### src/rtl/i2c_txn_arbiter.sv
// i2c_txn_arbiter: round-robin arbiter sharing one byte-level I2C write master
// Ports:
//   i2c_clk, reset          clock and synchronous active-high reset
//   req/req_addr/req_data   per-requester request level, 7-bit address, data byte (flat slices)
//   gnt/done/err            one-hot grant, one-cycle completion pulse, error flag valid with done
//   m_start/m_addr/m_data   launch strobe and latched transfer to the master
//   m_busy/m_done/m_nack    master status, completion pulse, nack flag valid with m_done
//   busy/state_out          non-idle indication and raw state encoding
module i2c_txn_arbiter #(
  parameter int NUM_REQ    = 4,
  parameter int MAX_RETRY  = 2,
  parameter int GAP_CYCLES = 8,
  parameter int TIMEOUT    = 255
) (
  input  logic                 i2c_clk,
  input  logic                 reset,
  input  logic [NUM_REQ-1:0]   req,
  input  logic [7*NUM_REQ-1:0] req_addr,
  input  logic [8*NUM_REQ-1:0] req_data,
  output logic [NUM_REQ-1:0]   gnt,
  output logic [NUM_REQ-1:0]   done,
  output logic [NUM_REQ-1:0]   err,
  output logic                 m_start,
  output logic [6:0]           m_addr,
  output logic [7:0]           m_data,
  input  logic                 m_busy,
  input  logic                 m_done,
  input  logic                 m_nack,
  output logic                 busy,
  output logic [2:0]           state_out
);
  localparam int IW = $clog2(NUM_REQ);
  localparam int RW = MAX_RETRY > 0 ? $clog2(MAX_RETRY + 1) : 1;
  localparam int WW = $clog2(TIMEOUT + 1);
  localparam int GW = $clog2(GAP_CYCLES + 1);
  localparam logic [RW-1:0] MAX_R    = RW'(MAX_RETRY);
  localparam logic [WW-1:0] WD_LIMIT = WW'(TIMEOUT);
  localparam logic [GW-1:0] GAP_LAST = GW'(GAP_CYCLES - 1);
  localparam logic [IW-1:0] LAST_IDX = IW'(NUM_REQ - 1);
  localparam logic [2:0] S_IDLE = 3'd0, S_ISSUE = 3'd1, S_WAIT = 3'd2, S_GAP = 3'd3;

  logic [2:0]         state_q, state_d;
  logic [IW-1:0]      ptr_q, ptr_d, idx_q, idx_d;
  logic [RW-1:0]      retry_q, retry_d;
  logic               flag_q, flag_d;
  logic [WW-1:0]      wd_q, wd_d;
  logic [GW-1:0]      gap_q, gap_d;
  logic [NUM_REQ-1:0] gnt_q, gnt_d, done_q, done_d, err_q, err_d;
  logic               start_q, start_d;
  logic [6:0]         addr_q, addr_d;
  logic [7:0]         data_q, data_d;

  logic [IW-1:0]      win;
  logic [NUM_REQ-1:0] win_oh;
  logic [6:0]         win_addr;
  logic [7:0]         win_data;
  logic               arb, launch, wd_hit, gap_end, retry_ok, rty, fin;

  // First requester at or after ptr, wrapping modulo NUM_REQ.
  function automatic logic [IW-1:0] rr_pick(input logic [NUM_REQ-1:0] r, input logic [IW-1:0] p);
    logic [IW-1:0] w, j;
    w = '0;
    for (int k = NUM_REQ - 1; k >= 0; k--) begin
      j = IW'((int'(p) + k) % NUM_REQ);
      if (r[j]) w = j;
    end
    return w;
  endfunction

  always_ff @(posedge i2c_clk) begin
    if (reset) begin
      state_q <= S_IDLE;
      ptr_q   <= '0;
      idx_q   <= '0;
      retry_q <= '0;
      flag_q  <= 1'b0;
      wd_q    <= '0;
      gap_q   <= '0;
      gnt_q   <= '0;
      done_q  <= '0;
      err_q   <= '0;
      start_q <= 1'b0;
      addr_q  <= '0;
      data_q  <= '0;
    end else begin
      state_q <= state_d;
      ptr_q   <= ptr_d;
      idx_q   <= idx_d;
      retry_q <= retry_d;
      flag_q  <= flag_d;
      wd_q    <= wd_d;
      gap_q   <= gap_d;
      gnt_q   <= gnt_d;
      done_q  <= done_d;
      err_q   <= err_d;
      start_q <= start_d;
      addr_q  <= addr_d;
      data_q  <= data_d;
    end
  end

  always_comb begin
    state_d = state_q;
    unique case (state_q)
      S_IDLE:  state_d = |req ? S_ISSUE : S_IDLE;
      S_ISSUE: state_d = m_busy ? S_ISSUE : S_WAIT;
      S_WAIT:  state_d = (m_done || wd_hit) ? S_GAP : S_WAIT;
      S_GAP:   state_d = gap_end ? (flag_q ? S_ISSUE : S_IDLE) : S_GAP;
      default: state_d = S_IDLE;
    endcase
  end

  always_comb begin
    win      = rr_pick(req, ptr_q);
    win_oh   = '0;
    win_addr = '0;
    win_data = '0;
    for (int i = 0; i < NUM_REQ; i++) begin
      win_oh[i] = (win == IW'(i));
      if (win == IW'(i)) begin
        win_addr = req_addr[7*i +: 7];
        win_data = req_data[8*i +: 8];
      end
    end
    arb      = (state_q == S_IDLE) && |req;
    launch   = (state_q == S_ISSUE) && !m_busy;
    wd_hit   = wd_q == WD_LIMIT;
    gap_end  = (state_q == S_GAP) && (gap_q == GAP_LAST);
    retry_ok = m_nack && (retry_q < MAX_R);
    // m_done takes priority over a watchdog expiry in the same cycle.
    rty      = (state_q == S_WAIT) && m_done && retry_ok;
    fin      = (state_q == S_WAIT) && (m_done ? !retry_ok : wd_hit);
    idx_d    = arb ? win : idx_q;
    gnt_d    = arb ? win_oh : (fin ? '0 : gnt_q);
    addr_d   = arb ? win_addr : addr_q;
    data_d   = arb ? win_data : data_q;
    retry_d  = arb ? '0 : (rty ? retry_q + 1'b1 : retry_q);
    flag_d   = rty ? 1'b1 : (gap_end ? 1'b0 : flag_q);
    wd_d     = launch ? '0 : ((state_q == S_WAIT) && !wd_hit ? wd_q + 1'b1 : wd_q);
    gap_d    = (state_q == S_GAP) && !gap_end ? gap_q + 1'b1 : '0;
    start_d  = launch;
    done_d   = fin ? gnt_q : '0;
    err_d    = fin && (!m_done || m_nack) ? gnt_q : '0;
    ptr_d    = fin ? (idx_q == LAST_IDX ? '0 : idx_q + 1'b1) : ptr_q;
  end

  assign gnt       = gnt_q;
  assign done      = done_q;
  assign err       = err_q;
  assign m_start   = start_q;
  assign m_addr    = addr_q;
  assign m_data    = data_q;
  assign busy      = state_q != S_IDLE;
  assign state_out = state_q;
endmodule

### config.mk
export PLATFORM = sky130hd
export DESIGN_NAME = i2c_txn_arbiter
export DESIGN_NICKNAME = d
export VERILOG_FILES = /design/src/rtl/i2c_txn_arbiter.sv
export SDC_FILE = /design/constraint.sdc
export NUM_CORES = 1
export LEC_CHECK = 0
export BUFFER_PORTS_ARGS = -buffer_cell sky130_fd_sc_hd__buf_2
export CORE_MARGIN = 8
export CORE_UTILIZATION = 52
export DETAILED_ROUTE_END_ITERATION = 10
export HOLD_SLACK_MARGIN = 0.08
export PLACE_DENSITY = 0.84
export SYNTH_ARGS = -nofsm -noshare
export SYNTH_HDL_FRONTEND = slang
export SYNTH_SLANG_ARGS = --single-unit
### constraint.sdc
create_clock -name i2c_clk -period 2.7 [get_ports i2c_clk]
set_input_delay 0.135 -clock i2c_clk [delete_from_list [all_inputs] [get_ports i2c_clk]]
set_output_delay 0.135 -clock i2c_clk [all_outputs]
set_load 0.05 [all_outputs]
==> flow_summary.json, run 1 <==
{
  "powerDensity_mw_per_mm2": 605,
  "syn2layout_area_growth_pct": 24.7,
  "status": "complete, no violations",
  "first_global_vias": 2398,
  "cp.arrival_ns": 2.16,
  "viasPerCell": 5.53,
  "cts_root_buf": "clkbuf_8",
  "coreArea_mm2": 0.00463,
  "vias": 2308,
  "routed_wl_um": 6340,
  "end_kind": "flip-flop",
  "gr-total-overflow": 0,
  "r2r_slack_ns": 0.71,
  "slew-limit-headroom": 0.467,
  "ys.flop_type": "dfxtp_1",
  "antenna_found_initial": 0,
  "ys_ff_latch": 49,
  "drt_first_pass_iters": 4,
  "dp_slack_ns": 0.724,
  "drv_slew": 0,
  "internal_power_mw": 1.23,
  "finalSetupTns_ns": 0,
  "skew_ns": 0.00365,
  "clk_pin_slew_ns": 0.09,
  "p_leak_nw": 1.35,
  "grt_max_degree": 35,
  "synthesis.nets": 342,
  "final_cell_mix": "buf_2, dfxtp_1, nor2_1",
  "ant_nets": 0,
  "worstMarginPinSlew_ns": 0.797,
  "syn-instance-count": 270,
  "switching_share": 0.330,
  "switchingPower_mw": 0.605,
  "cts_setup_buffers": 0,
  "finalHoldViolCount": 0,
  "postSynth.asyncResetShare": 0,
  "wire_per_inst_um": 15.2,
  "clockBufferDepth": 2,
  "nets": 434,
  "finalCriticalPeriod_ns": 1.99,
  "grt_first_pass_wirelength_um": 10700,
  "synth_edf_count": 0,
  "drt_iter0_drc": 95,
  "rows": 25,
  "finalSetupViolCount": 0,
  "reg2regPathDepth": 5,
  "grt_usage": 0.179,
  "initial_core_util": 0.525,
  "gp_congestion": 0.844,
  "die-area_mm2": 0.00712,
  "die-height_um": 84.4,
  "hold-path-endpoint": "m_addr[6]",
  "cp-start-kind": "flip-flop",
  "synth_seq_area_share": 0.403,
  "maxCapViolCount": 0,
  "place.detailed.hpwl_um": 4870,
  "cts-buffers-inserted": 5,
  "clkPwrFrac": 0.298,
  "ctsResizeCount": 0,
  "seqPwrFrac": 0.437,
  "peakVddDrop_mv": 0.331,
  "yosysUniqueCellTypes": 51,
  "dieWidth_um": 84.4,
  "cts_hold_buf": 0,
  "cp_max_fo": 10,
  "max_freq_mhz": 502,
  "min_from": "req_addr[6]",
  "clock_latency_ns": 0.30,
  "drive_above_1_share": 0.317,
  "r2r_start": "ptr_q[1]",
  "whs_path_depth": 3,
  "io_pins": 101,
  "drc_errors": 0,
  "final_common_cell": "buf_2",
  "fin_crit_sh": 0.738,
  "cts_tree": "yes",
  "cts.sinks": 49,
  "htreeDepth": 2,
  "rsz0062_at_grt": "false",
  "criticalPathCategory": "flip-flop to flip-flop",
  "avgSynthCellArea_um2": 9.01,
  "power_frac_comb": 0.265,
  "setup_ws_ns": 0.708,
  "cp_data_required_time_ns": 2.87,
  "syn_area_mm2": 0.00243,
  "hp-class": "input port to flip-flop",
  "reg2reg_to": "m_data[4]",
  "port_buffers": 99,
  "antennaDiodeCount": 0,
  "ys_warn_count": 0
}
layout make-up:
type                    count  area, µm²
clock buffers               6       82.6
repair buffers            101        510
flip-flops and latches     49        981
clock inverters             2       37.5
multi-input cells         202       1340
well taps                  54       67.6
inverters                   3       11.3
fillers                   395       1600
flip-flops by register name (all words and copies together), names as in the netlist:
signal     count
err            4
wd_q           8
gnt            4
done           4
m_addr         7
m_data         8
state_out      2
gap_q          4
idx_q          2
ptr_q          2
retry_q        2
flag_q         1
m_start        1
worst max-delay path by stage:
| stage | start | end | slack (ns) |
|---|---|---|---|
| 6_report | ptr_q[1] | m_data[4] | 0.71 |
| 5_1_grt | wd_q[0] | err[0] | 0.56 |
| 4_1_cts | state_out[1] | m_data[4] | 0.71 |
| 3_5_place_dp | state_out[1] | m_data[4] | 0.72 |
| 3_3_place_gp | ptr_q[1] | m_addr[1] | 0.82 |
| 2_1_floorplan | state_out[1] | m_addr[5] | 0.60 |
Yosys cell counts (4+ instances only):
| master | number | area share |
|---|---|---|
| a211o_1 | 4 | 0.014 |
| a211oi_1 | 4 | 0.012 |
| a21oi_1 | 18 | 0.037 |
| and2_1 | 7 | 0.018 |
| and3_1 | 5 | 0.013 |
| clkbuf_1 | 5 | 0.0077 |
| dfxtp_1 | 49 | 0.40 |
| mux2i_1 | 24 | 0.099 |
| nand2_1 | 17 | 0.026 |
| nand3_1 | 11 | 0.023 |
| nand3b_1 | 11 | 0.034 |
| nor2_1 | 25 | 0.039 |
| nor2b_1 | 5 | 0.013 |
| o21ai_0 | 7 | 0.014 |
| o221ai_1 | 9 | 0.032 |
| or3_1 | 7 | 0.018 |
| xor2_1 | 5 | 0.018 |
through the flow:
stage	util	total power, mW	hold slack (ns)	std cells	cell area [µm²]
2_1_floorplan	-	1.18	0.324	270	2430
3_3_place_gp	0.629	1.30	0.433	409	2910
3_5_place_dp	0.629	1.31	0.436	409	2910
4_1_cts	0.655	1.84	0.117	417	3030
5_1_grt	0.655	1.92	0.124	417	3030
6_report	0.655	1.84	0.122	417	3030
kinds of logic after synthesis:
group,count (synthesis),synth area share
compound gates,63,0.186
xor+xnor,8,0.0288
fa+ha+maj,3,0.0154
buf+inv,19,0.0442
flops,49,0.403
mux,24,0.0988
other cells,1,0.00154
simple gates,103,0.222
power groups by stage:
stage               Combinational [mW]  Clock, mW  Sequential, mW
finish                           0.488      0.547           0.802
global route                     0.522      0.591           0.811
CTS                              0.490      0.552           0.802
detailed placement               0.488          0           0.817
global placement                 0.479          0           0.817
floorplan                        0.219          0           0.957
per-layer routing:
| layer | share of wire | global-route usage |
|---|---|---|
| met1 | 0.45 | 0.204 |
| met4 | 0.011 | 0.0647 |
| met2 | 0.45 | 0.296 |
| met3 | 0.085 | 0.0673 |
| met5 | 0 | 0 |
critical path: stages, from the launching register on:
cell and delay (ns):
dfxtp_1 0.45, mux2i_1 0.26, o22ai_1 0.14, nor2_1 0.44, or3_1 0.41, o221ai_1 0.17
(Power assumes the default switching activity.)
==> inputs of run 2 (changes only) <==
Settings changed: CORE_UTILIZATION 52 to 48, PLACE_DENSITY 0.84 to 0.78.
Clock period 2.7 ns to 2.05 ns, I/O delays scaled along.
==> flow_summary.json, run 2 (synthesized netlist as in run 1, its figures left out) <==
{
  "status": "complete, no violations",
  "ant_nets": 0,
  "whs_path_depth": 3,
  "antenna_found_initial": 0,
  "final_common_cell": "buf_2",
  "clkPwrFrac": 0.250,
  "grt_first_pass_wirelength_um": 10400,
  "cp.arrival_ns": 2.10,
  "cp-start-kind": "flip-flop",
  "slew-limit-headroom": 0.588,
  "final_cell_mix": "buf_2, dfxtp_1, nor2_1, mux2i_1, a21oi_1",
  "cp_max_fo": 10,
  "crit_end": "m_addr[0]",
  "switchingPower_mw": 0.807,
  "final_cells": 442,
  "port_buffers": 99,
  "finalHoldViolCount": 0,
  "finalSetupViolCount": 0,
  "antennaDiodeCount": 0,
  "nets": 443,
  "io_pins": 101,
  "grt_max_degree": 25,
  "skew_ns": 0.00728,
  "p_leak_nw": 1.39,
  "routed_wl_um": 6330,
  "dieWidth_um": 87.2,
  "cts_setup_buffers": 0,
  "grt_usage": 0.168,
  "switching_share": 0.351,
  "cp_data_required_time_ns": 2.26,
  "coreArea_mm2": 0.00501,
  "drc_errors": 0,
  "cts.sinks": 49,
  "rsz0062_at_grt": "false",
  "drt_iter0_drc": 123,
  "internal_power_mw": 1.49,
  "r2r_start": "ptr_q[1]",
  "finalCriticalPeriod_ns": 1.89,
  "gp_congestion": 0.970,
  "cp-startpoint": "ptr_q[1]",
  "seqPwrFrac": 0.457,
  "dp_cells": 432,
  "vias": 2315,
  "initial_core_util": 0.486,
  "rows": 26,
  "criticalPathCategory": "flip-flop to flip-flop",
  "worstMarginPinSlew_ns": 0.615,
  "stdcell_area_mm2": 0.00311,
  "drv_slew": 0,
  "maxCapViolCount": 0,
  "die-height_um": 87.2,
  "syn2layout_area_growth_pct": 28.0,
  "wire_per_inst_um": 14.3,
  "powerDensity_mw_per_mm2": 739,
  "drt_first_pass_iters": 4,
  "end_kind": "flip-flop",
  "fin_crit_sh": 0.920,
  "drive_above_1_share": 0.333,
  "die-area_mm2": 0.00760,
  "place.detailed.hpwl_um": 4950,
  "peakVddDrop_mv": 0.401,
  "finalSetupTns_ns": 0,
  "htreeDepth": 2,
  "max_freq_mhz": 530,
  "cts-buffers-inserted": 5,
  "hp-class": "input port to flip-flop",
  "clk_pin_slew_ns": 0.09,
  "first_global_vias": 2372,
  "clockBufferDepth": 2,
  "r2r_slack_ns": 0.16,
  "gr-total-overflow": 0,
  "power_frac_comb": 0.293,
  "reg2reg_to": "m_addr[0]",
  "viasPerCell": 5.24,
  "post_dp_cell_area_mm2": 0.00300,
  "cts_root_buf": "clkbuf_8",
  "cts_tree": "yes",
  "reg2regPathDepth": 5,
  "clock_latency_ns": 0.30
}
==> run 2: layer usage <==
| layer | track usage | part of all wire | up-vias |
|---|---|---|---|
| met2 | 0.282 | 0.48 | 85 |
| met3 | 0.0509 | 0.073 | 7 |
| met4 | 0.0609 | 0.011 | 0 |
| met1 | 0.195 | 0.43 | 1039 |
| met5 | 0 | 0 | - |
| li1 | - | - | 1184 |
==> run 2: worst min-delay path by stage <==
| stage | to | startpoint |
|---|---|---|
| after floorplan | m_addr[6] | req_addr[6] |
| after global placement | m_addr[6] | req_addr[6] |
| after detailed placement | m_addr[6] | req_addr[6] |
| after CTS | m_addr[6] | req_addr[27] |
| after global routing | m_data[6] | req_data[22] |
| final | m_addr[6] | req_addr[27] |
==> run 2: per-stage QoR <==
stage	setup slack, ns	hold WS, ns	total power, mW	util
after floorplan	0.0272	0.291	1.55	-
after global placement	0.246	0.384	1.74	0.599
after detailed placement	0.171	0.391	1.75	0.599
after CTS	0.133	0.0992	2.32	0.621
after global routing	0.00453	0.117	2.41	0.621
final	0.164	0.109	2.30	0.621
==> run 2: power by group through the flow <==
stage,registers [mW],logic [mW],clock network [mW]
2_1_floorplan,1.26,0.288,0
3_3_place_gp,1.07,0.669,0
3_5_place_dp,1.07,0.675,0
4_1_cts,1.05,0.679,0.591
5_1_grt,1.06,0.726,0.626
6_report,1.05,0.674,0.575
==> run 2: what timing repair did <==
item                                    in CTS  in global routing
gates resized for setup                      0                  1
hold endpoints to repair                     1                  0
hold buffers                                 2                  0
endpoints found under the setup margin       0                  8
==> run 2: area by class of cell <==
cell class	instances	area [µm²]
multi-input combinational	202	1350
fill	438	1900
timing repair buffer	110	596
clock inverter	3	21.3
sequential	49	982
inverter	3	11.3
tap	70	87.6
clock buffer	5	68.8
==> run 2: critical path, cell delays in order (launching register included) <==
cell and delay (ns):
dfxtp_1 0.47, mux2i_1 0.27, o22a_1 0.22, nand2_1 0.08
or3_1 0.50, o221ai_1 0.26
